## src/rtl/rejestry_pkg.sv

```systemverilog
// Shared types and helpers for the Rx register-file save/restore engine.
// The state encoding and the index-width helper live here so that the
// engine and anything that observes it agree on them.
package rejestry_pkg;

  // Engine states: idle, save sweep, restore sweep, one-cycle completion.
  typedef enum logic [1:0] {
    IDLE   = 2'd0,
    ZRZUT  = 2'd1,
    WCZYT  = 2'd2,
    KONIEC = 2'd3
  } stan_t;

  // Default geometry of the register file.
  localparam int RX_LICZBA_DOM = 8;
  localparam int RX_ROZM_DOM   = 8;

  // Width of the register index for a file of n registers (n >= 2).
  function automatic int idx_w(input int n);
    return (n < 2) ? 1 : $clog2(n);
  endfunction

  // Index width for the default geometry.
  localparam int RX_IDX_W_DOM = idx_w(RX_LICZBA_DOM);

endpackage

```

## src/rtl/rejestry_zrzut.sv

```systemverilog
// Context save/restore engine for the Rx register file.
// Save sweeps registers 0..N-1 through the file port and streams them out
// over so_*; restore accepts a si_* stream and writes registers 0..N-1.
// While busy is high the engine owns rx_wr/rx_nr/rx_dane.
// Optional build macro REJ_ZRZUT_MASKA_EN adds a per-register mask port
// (maska) sampled at start; masked-off registers are skipped one per cycle.
module rejestry_zrzut
  import rejestry_pkg::*;
#(
  parameter int Rx_liczba    = 8,
  parameter int Rx_rozm_data = 8
) (
  input  logic                          clk,
  input  logic                          rst,
  input  logic                          start_zrzut,
  input  logic                          start_wczyt,
`ifdef REJ_ZRZUT_MASKA_EN
  input  logic [Rx_liczba-1:0]          maska,
`endif
  output logic                          busy,
  output logic                          done,
  output logic                          rx_wr,
  output logic [idx_w(Rx_liczba)-1:0]   rx_nr,
  output logic [Rx_rozm_data-1:0]       rx_dane,
  input  logic [Rx_rozm_data-1:0]       rx_out,
  output logic [Rx_rozm_data-1:0]       so_data,
  output logic                          so_valid,
  input  logic                          so_ready,
  output logic                          so_last,
  input  logic [Rx_rozm_data-1:0]       si_data,
  input  logic                          si_valid,
  output logic                          si_ready
);

  localparam int IW = idx_w(Rx_liczba);
  localparam logic [IW-1:0] LAST = IW'(Rx_liczba - 1);

  stan_t                   state, state_next;
  logic [IW-1:0]           idx, idx_next;
  // Set once the sweep has addressed the final register; keeps the index
  // from stepping past N-1 while the last beat drains.
  logic                    sweep_done, sweep_done_next;
  logic [Rx_rozm_data-1:0] so_data_next;
  logic                    so_valid_next, so_last_next;
  logic                    hs;
  logic                    bit_en;
  logic [IW-1:0]           last_idx;

`ifdef REJ_ZRZUT_MASKA_EN
  logic [Rx_liczba-1:0]    maska_reg;

  // Capture the mask when an operation is accepted in IDLE.
  always_ff @(posedge clk or posedge rst) begin
    if (rst) begin
      maska_reg <= '0;
    end else if (state == IDLE && (start_zrzut || start_wczyt)) begin
      maska_reg <= maska;
    end
  end

  // Highest enabled register: the save beat that carries so_last.
  always_comb begin
    last_idx = '0;
    for (int i = 0; i < Rx_liczba; i++) begin
      if (maska_reg[i]) last_idx = IW'(i);
    end
  end

  assign bit_en = maska_reg[idx];
`else
  assign last_idx = LAST;
  assign bit_en   = 1'b1;
`endif

  assign busy  = (state != IDLE);
  assign done  = (state == KONIEC);
  assign rx_nr = idx;

  // State, index and save-stream output register.
  always_ff @(posedge clk or posedge rst) begin
    if (rst) begin
      state      <= IDLE;
      idx        <= '0;
      sweep_done <= 1'b0;
      so_data    <= '0;
      so_valid   <= 1'b0;
      so_last    <= 1'b0;
    end else begin
      state      <= state_next;
      idx        <= idx_next;
      sweep_done <= sweep_done_next;
      so_data    <= so_data_next;
      so_valid   <= so_valid_next;
      so_last    <= so_last_next;
    end
  end

  // Next-state logic and the register-file / restore-stream handshakes.
  always_comb begin
    state_next      = state;
    idx_next        = idx;
    sweep_done_next = sweep_done;
    so_data_next    = so_data;
    so_valid_next   = so_valid;
    so_last_next    = so_last;
    hs              = so_valid && so_ready;
    si_ready        = 1'b0;
    rx_wr           = 1'b0;
    rx_dane         = '0;

    case (state)
      IDLE: begin
        idx_next        = '0;
        sweep_done_next = 1'b0;
        if (start_zrzut) begin
          state_next = ZRZUT;
        end else if (start_wczyt) begin
          state_next = WCZYT;
        end
      end

      ZRZUT: begin
        // Drain side: a handshake empties the output register; the final
        // beat ends the operation.
        if (hs) begin
          so_valid_next = 1'b0;
          if (so_last) begin
            so_last_next = 1'b0;
            state_next   = KONIEC;
          end
        end
        // Fill side: one register addressed per cycle until the sweep ends.
        if (!sweep_done && !(hs && so_last)) begin
          if (!bit_en) begin
            // Masked-off register: step past it without a beat.
            if (idx == LAST) begin
              sweep_done_next = 1'b1;
              // Nothing left in flight (e.g. empty mask): finish now.
              if (!so_valid) state_next = KONIEC;
            end else begin
              idx_next = idx + 1'b1;
            end
          end else if (!so_valid || so_ready) begin
            so_data_next  = rx_out;
            so_valid_next = 1'b1;
            so_last_next  = (idx == last_idx);
            if (idx == LAST) begin
              sweep_done_next = 1'b1;
            end else begin
              idx_next = idx + 1'b1;
            end
          end
        end
      end

      WCZYT: begin
        si_ready = bit_en;
        rx_dane  = si_data;
        rx_wr    = si_valid && bit_en;
        if (!bit_en) begin
          // Masked-off register: skip without consuming a beat.
          if (idx == LAST) begin
            state_next = KONIEC;
          end else begin
            idx_next = idx + 1'b1;
          end
        end else if (si_valid) begin
          if (idx == LAST || idx == last_idx) begin
            state_next = KONIEC;
          end else begin
            idx_next = idx + 1'b1;
          end
        end
      end

      KONIEC: begin
        // Clear the index so rx_nr reads 0 once back in IDLE.
        idx_next        = '0;
        sweep_done_next = 1'b0;
        state_next      = IDLE;
      end

      default: begin
        state_next = IDLE;
      end
    endcase
  end

endmodule

```

## config.mk

```make
export PLATFORM = sky130hd
export DESIGN_NAME = rejestry_zrzut
export DESIGN_NICKNAME = d
export VERILOG_FILES = /design/src/rtl/rejestry_pkg.sv /design/src/rtl/rejestry_zrzut.sv
export SDC_FILE = /design/constraint.sdc
export NUM_CORES = 1
export LEC_CHECK = 0
export ABC_AREA = 1
export CAP_MARGIN = 20
export CORE_ASPECT_RATIO = 1.25
export CORE_MARGIN = 5
export CORE_UTILIZATION = 35
export CTS_CLUSTER_DIAMETER = 100
export DETAILED_ROUTE_END_ITERATION = 10
export GPL_TIMING_DRIVEN = 0
export PLACE_DENSITY_LB_ADDON = 0.15
export SLEW_MARGIN = 10
export SYNTH_ARGS = -nofsm -noshare
export SYNTH_HDL_FRONTEND = slang
export SYNTH_SLANG_ARGS = --single-unit
```

## constraint.sdc

```tcl
create_clock -name clk -period 2 [get_ports clk]
set_clock_uncertainty 0.15 [all_clocks]
set_input_delay 0.4 -clock clk [delete_from_list [all_inputs] [get_ports clk]]
set_output_delay 0.4 -clock clk [all_outputs]
set_load 0.02 [all_outputs]
```

# Yosys cells after proc, flatten, opt, wreduce, memory -nomap -nowiden

Index checks and enable logic that the tools add are counted.

Memories: 0
Input bits: 22
Register bits after elaboration: 16
Bits in writable memories: 0
Memory bits (read-only): 0
Latch bits: 0

Add/subtract/negate cells: 1
Eq/ne operators: 12
Reductions and logical operators: 15
Mux-type cells: 25
Shifts and indexed selects: 0
Bitwise logic cells: 0
Divide/modulo/power cells: 0
$lt $le $gt $ge: 0
Multipliers: 0

Operators with widths:

| operator            | number |
|---|---|
| $ne 2x2->1 const B  | 7 |
| $mux 2              | 6 |
| $mux 3              | 4 |
| $mux 1              | 11 |
| $pmux 3 s3          | 1 |
| $mux 8              | 1 |
| $pmux 2 s4          | 1 |
| $reduce_and 3->1    | 2 |
| $reduce_and 5->1    | 1 |
| $eq 2x2->1 const B  | 2 |
| $reduce_and 4->1    | 1 |
| $reduce_bool 2->1   | 2 |
| $add 3x1->3 const B | 1 |
| $eq 3x3->1 const B  | 1 |
| $logic_and 1x1->1   | 3 |
| $logic_not 1->1     | 3 |
| $ne 3x3->1 const B  | 1 |
| $eq 2x1->1 const B  | 1 |
| $logic_not 2->1     | 1 |
| $pmux 1 s2          | 1 |
| $reduce_or 2->1     | 1 |
| $logic_or 1x1->1    | 1 |

# Logic depth before layout (Yosys ltp)

Word-level depth: 6
Gate-level depth with buffers: 9
Gate-level depth less buffers: 8

# Least setup slack after synthesis

No wires, ideal clock.

Path type: register to output
Start: register state[0]
End: output port rx_dane[0]
Stages on the path, launching flop included: 6
Path slack: 0.257 ns
Path buffers: 1
Arrival: 1.193 ns
Data required time: 1.450 ns
Cell sequence: dfrtp_1 -> inv_1 -> ha_1 -> buf_2 -> nand2_1 -> inv_1

Longest elaborated chain between the ends: 2

Ends and longest elaborated chain:

| element                | RTL line              | text |
|---|---|---|
| start, declared        | rejestry_zrzut.sv:38  | `stan_t state, state_next;` |
| start signal, assigned | rejestry_zrzut.sv:89  | `state <= state_next;` |
| $eq 2x2->1             | rejestry_zrzut.sv:111 | `case (state)` |
| $mux 8                 | rejestry_zrzut.sv:111 |  |
| end, declared          | rejestry_zrzut.sv:24  | `output logic [Rx_rozm_data-1:0] rx_dane,` |

Every way passes these cells.

# Final worst setup path

Start: register state[0]
End: output port rx_dane[1]

The elaborated chain is that of the path after synthesis.

==> impl_metrics.xml <==
<?xml version="1.0" encoding="UTF-8"?>
<metrics>
  <group name="cts">
    <metric name="cts_tree" unit="">yes</metric>
    <metric name="ctsRootBufferMaster" unit="">sky130_fd_sc_hd__clkbuf_4</metric>
    <metric name="tritoncts_num_sinks" unit="">16</metric>
    <metric name="worst_skew_pair_latency" unit="ps">290</metric>
    <metric name="cts_htree_levels" unit="">1</metric>
    <metric name="number_of_buffers_on_the_longest_clock_path" unit="">2</metric>
    <metric name="cts_inserted_buffers" unit="">3</metric>
    <metric name="hold_buffers" unit="">0</metric>
    <metric name="clkTransAtPathRegs" unit="ps">100</metric>
  </group>
  <group name="routing">
    <metric name="drt-vias-per-instance" unit="">4.59</metric>
    <metric name="drt_iter0_drc" unit="">22</metric>
    <metric name="route.vias.total" unit="">1023</metric>
    <metric name="antenna_violating_nets_post_route" unit="">0</metric>
    <metric name="post_dr_wirelength_cell" unit="µm">11.1</metric>
    <metric name="remaining_drc_errors" unit="">0</metric>
    <metric name="route.final.wire_length" unit="µm">2470</metric>
    <metric name="tritonroute_pass_1_iters" unit="">5</metric>
  </group>
  <group name="synthesis">
    <metric name="synth_top_cell_area_share" unit="">0.413</metric>
    <metric name="post_synth_main_area_contributors" unit="">sky130_fd_sc_hd__dfrtp_1, sky130_fd_sc_hd__nand2_1, sky130_fd_sc_hd__ha_1</metric>
    <metric name="postSynthCellCount" unit="">136</metric>
    <metric name="postSynthRegisterBits" unit="">16</metric>
    <metric name="synth.largest_area_cell" unit="">sky130_fd_sc_hd__dfrtp_1</metric>
    <metric name="syn-mean-instance-area" unit="µm²">7.12</metric>
    <metric name="synth.distinct_cells" unit="">15</metric>
    <metric name="synth.yosys.warnings" unit="">0</metric>
    <metric name="syn_nets" unit="">165</metric>
    <metric name="synth_sequential_area_ratio" unit="">0.413</metric>
    <metric name="syn_area" unit="µm²">968</metric>
  </group>
  <group name="sta">
    <metric name="slew_headroom" unit="">0.590</metric>
    <metric name="rsz0062_at_grt" unit="">no</metric>
    <metric name="hold_ws" unit="ps">322</metric>
    <metric name="layout_worst_path_cycle_share" unit="">0.960</metric>
    <metric name="achievable-frequency" unit="MHz">521</metric>
    <metric name="finalMaxSlewViolations" unit="">0</metric>
    <metric name="worstMarginPinSlew" unit="ps">614</metric>
    <metric name="timing.setup.tns" unit="ps">0</metric>
    <metric name="final-hold-violation-count" unit="">0</metric>
    <metric name="timing.final.setup_violations" unit="">0</metric>
    <metric name="fin_crit" unit="ps">1920</metric>
  </group>
  <group name="setup_path">
    <metric name="cp_slowest_cell" unit="">sky130_fd_sc_hd__dfrtp_1</metric>
    <metric name="cp_slowest_stage_delay" unit="ps">430</metric>
    <metric name="timing.critical_path.from_type" unit="">flop</metric>
    <metric name="worst_setup_path_end_kind" unit="">output pin</metric>
    <metric name="cp_cell_sequence" unit="">inv_2 -&gt; ha_2 -&gt; buf_6 -&gt; nand2_1 -&gt; inv_1 -&gt; buf_4</metric>
    <metric name="path_max_fanout" unit="">10</metric>
    <metric name="cell_family_with_most_cp_delay" unit="">flip-flops</metric>
    <metric name="criticalPathCategory" unit="">flop to output pin</metric>
    <metric name="timing.critical_path.arrival" unit="ps">1370</metric>
    <metric name="critical_path.n_buffers_inverters" unit="">4</metric>
    <metric name="timing.critical_path.required" unit="ps">1450</metric>
  </group>
  <group name="cells_and_area">
    <metric name="final_net_count" unit="">219</metric>
    <metric name="num_antenna_cells" unit="">0</metric>
    <metric name="layout-drive-gt1-share" unit="">0.127</metric>
    <metric name="finalCoreUtilization" unit="">0.557</metric>
    <metric name="flow.area_growth_from_synthesis" unit="%">54.3</metric>
  </group>
  <group name="floorplan">
    <metric name="initial_utilization" unit="">0.361</metric>
    <metric name="placement_rows" unit="">21</metric>
    <metric name="core_area" unit="mm²">0.00268</metric>
    <metric name="io_pins" unit="">47</metric>
    <metric name="die_width" unit="µm">57.1</metric>
    <metric name="die_h" unit="µm">68.8</metric>
    <metric name="die-area" unit="mm²">0.00393</metric>
  </group>
  <group name="power_and_ir_drop">
    <metric name="internal_power" unit="µW">1160</metric>
    <metric name="p_comb_frac" unit="">0.640</metric>
    <metric name="clock_power_share" unit="">0.101</metric>
    <metric name="power.leakage" unit="µW">0.000850</metric>
    <metric name="switchingPower" unit="µW">1000</metric>
    <metric name="power_switching_share" unit="">0.464</metric>
    <metric name="share_seq_of_total_power" unit="">0.259</metric>
    <metric name="power_total" unit="µW">2160</metric>
    <metric name="cellPowerDensity" unit="mW/mm²">1450</metric>
    <metric name="power.ir.vdd_worst" unit="V">0.000647</metric>
  </group>
  <group name="grt">
    <metric name="grt_util_all_layers" unit="">0.134</metric>
    <metric name="grt_pass1_vias" unit="">982</metric>
    <metric name="grt_pass1_wl" unit="µm">4090</metric>
    <metric name="number_of_antenna_violations_at_the_first_check_in_global_routing" unit="">0</metric>
    <metric name="global_route_total_overflow" unit="">0</metric>
    <metric name="grt_start_max_net_pins" unit="">17</metric>
  </group>
  <group name="outcome">
    <metric name="outcome" unit="">finished, final reports clean</metric>
  </group>
  <group name="placed_design">
    <metric name="detailedPlacementHpwl" unit="µm">1920</metric>
    <metric name="numPortBuffers" unit="">46</metric>
    <metric name="routabilityCongestion" unit="">0.783</metric>
  </group>
  <group name="min_path">
    <metric name="hold_path_class" unit="">primary input to async pin</metric>
  </group>
  <group name="job">
    <metric name="maxCapViolCount" unit="">0</metric>
  </group>
</metrics>
## area by class of cell
class | count | area, µm²
flip-flops and latches | 16 | 400
inverters | 23 | 86.3
fillers | 264 | 1190
clock buffers | 4 | 36.3
plain buffers | 2 | 22.5
multi-input cells | 95 | 468
well taps | 34 | 42.5
repair buffers | 49 | 438
## final timing paths
path                       startpoint    endpoint  slack (ps)  cells past startpoint
setup / recovery             state[0]  rx_dane[1]          80                      6
min in group clk           sweep_done  sweep_done         330                      2
setup reg to reg             state[0]    state[1]         240                      9
hold reg to reg            sweep_done  sweep_done         330                      2
max in group asynchronous         rst  so_data[2]         980                      2
hold / removal                    rst  so_data[6]         320                      2
## metrics by stage
stage                     setup slack, ps  area, µm²  std cells
after floorplan                       257        968        136
after global placement               -180       1470        216
after detailed placement             -205       1470        216
after CTS                            18.4       1480        221
after global routing                0.312       1490        223
final                                79.7       1490        223
## flip-flops by register name, summed over array words and instances, names as in the netlist
name / flops
rx_nr: 3
so_data: 8
state: 2
so_last: 1
so_valid: 1
sweep_done: 1
## timing repair
item                                   in CTS  in global routing
setup buffers                               1                  2
gates resized for setup                    43                  5
endpoints found under the hold margin       0                  0
setup endpoints to repair                  12                 10
## cells in the final DEF, fill, tap and decap left out, types with 6 or more instances in the layout
cell type and n:
sky130_fd_sc_hd__nand2_1 57, sky130_fd_sc_hd__buf_4 6, sky130_fd_sc_hd__inv_1 21, sky130_fd_sc_hd__ha_1 6, sky130_fd_sc_hd__dfrtp_1 16, sky130_fd_sc_hd__o21ai_0 13, sky130_fd_sc_hd__clkdlybuf4s50_1 34, sky130_fd_sc_hd__buf_2 6
sky130_fd_sc_hd__nand3_1 6
## cells in the mapped netlist (all sizes together)
cell type and instances:
nand3 7, nand4 4, ha 7, inv 23, and2 1, nand2 57
or2 1, dfrtp 16, o21ai 13, nor2 5, buf 2
## worst register-to-register path: cells and delay by family (launching register included)
family / cells / cell delay, ps
AO/OA/AOI/OAI: 1 / 70
adder cells (fa/ha/maj): 1 / 240
buffers and inverters: 3 / 370
flip-flops: 1 / 430
AND/OR/NAND/NOR: 4 / 390
## logic make-up after synthesis
kind of cell	count (synthesis)	share of synthesized area
adders and majority gates	7	0.0904
DFF	16	0.413
buffers and inverters	25	0.106
and+or+nand+nor	75	0.323
AOI/OAI and AO/OA	13	0.0672
## layer usage
metal,vias up,wire length (µm),global-route usage
li1,523,-,-
met1,452,1020,0.139
met2,44,1160,0.243
met3,4,252,0.0503
met4,0,28,0.0580
met5,-,0,0
## power groups by stage
stage	Clock (µW)	Sequential, µW	Combinational [µW]
after global placement	0	561	1360
final	218	559	1380
after CTS	226	558	1360
after floorplan	0	683	716
after global routing	243	580	1540
after detailed placement	0	568	1390
Power figures use the tool's default switching activity.
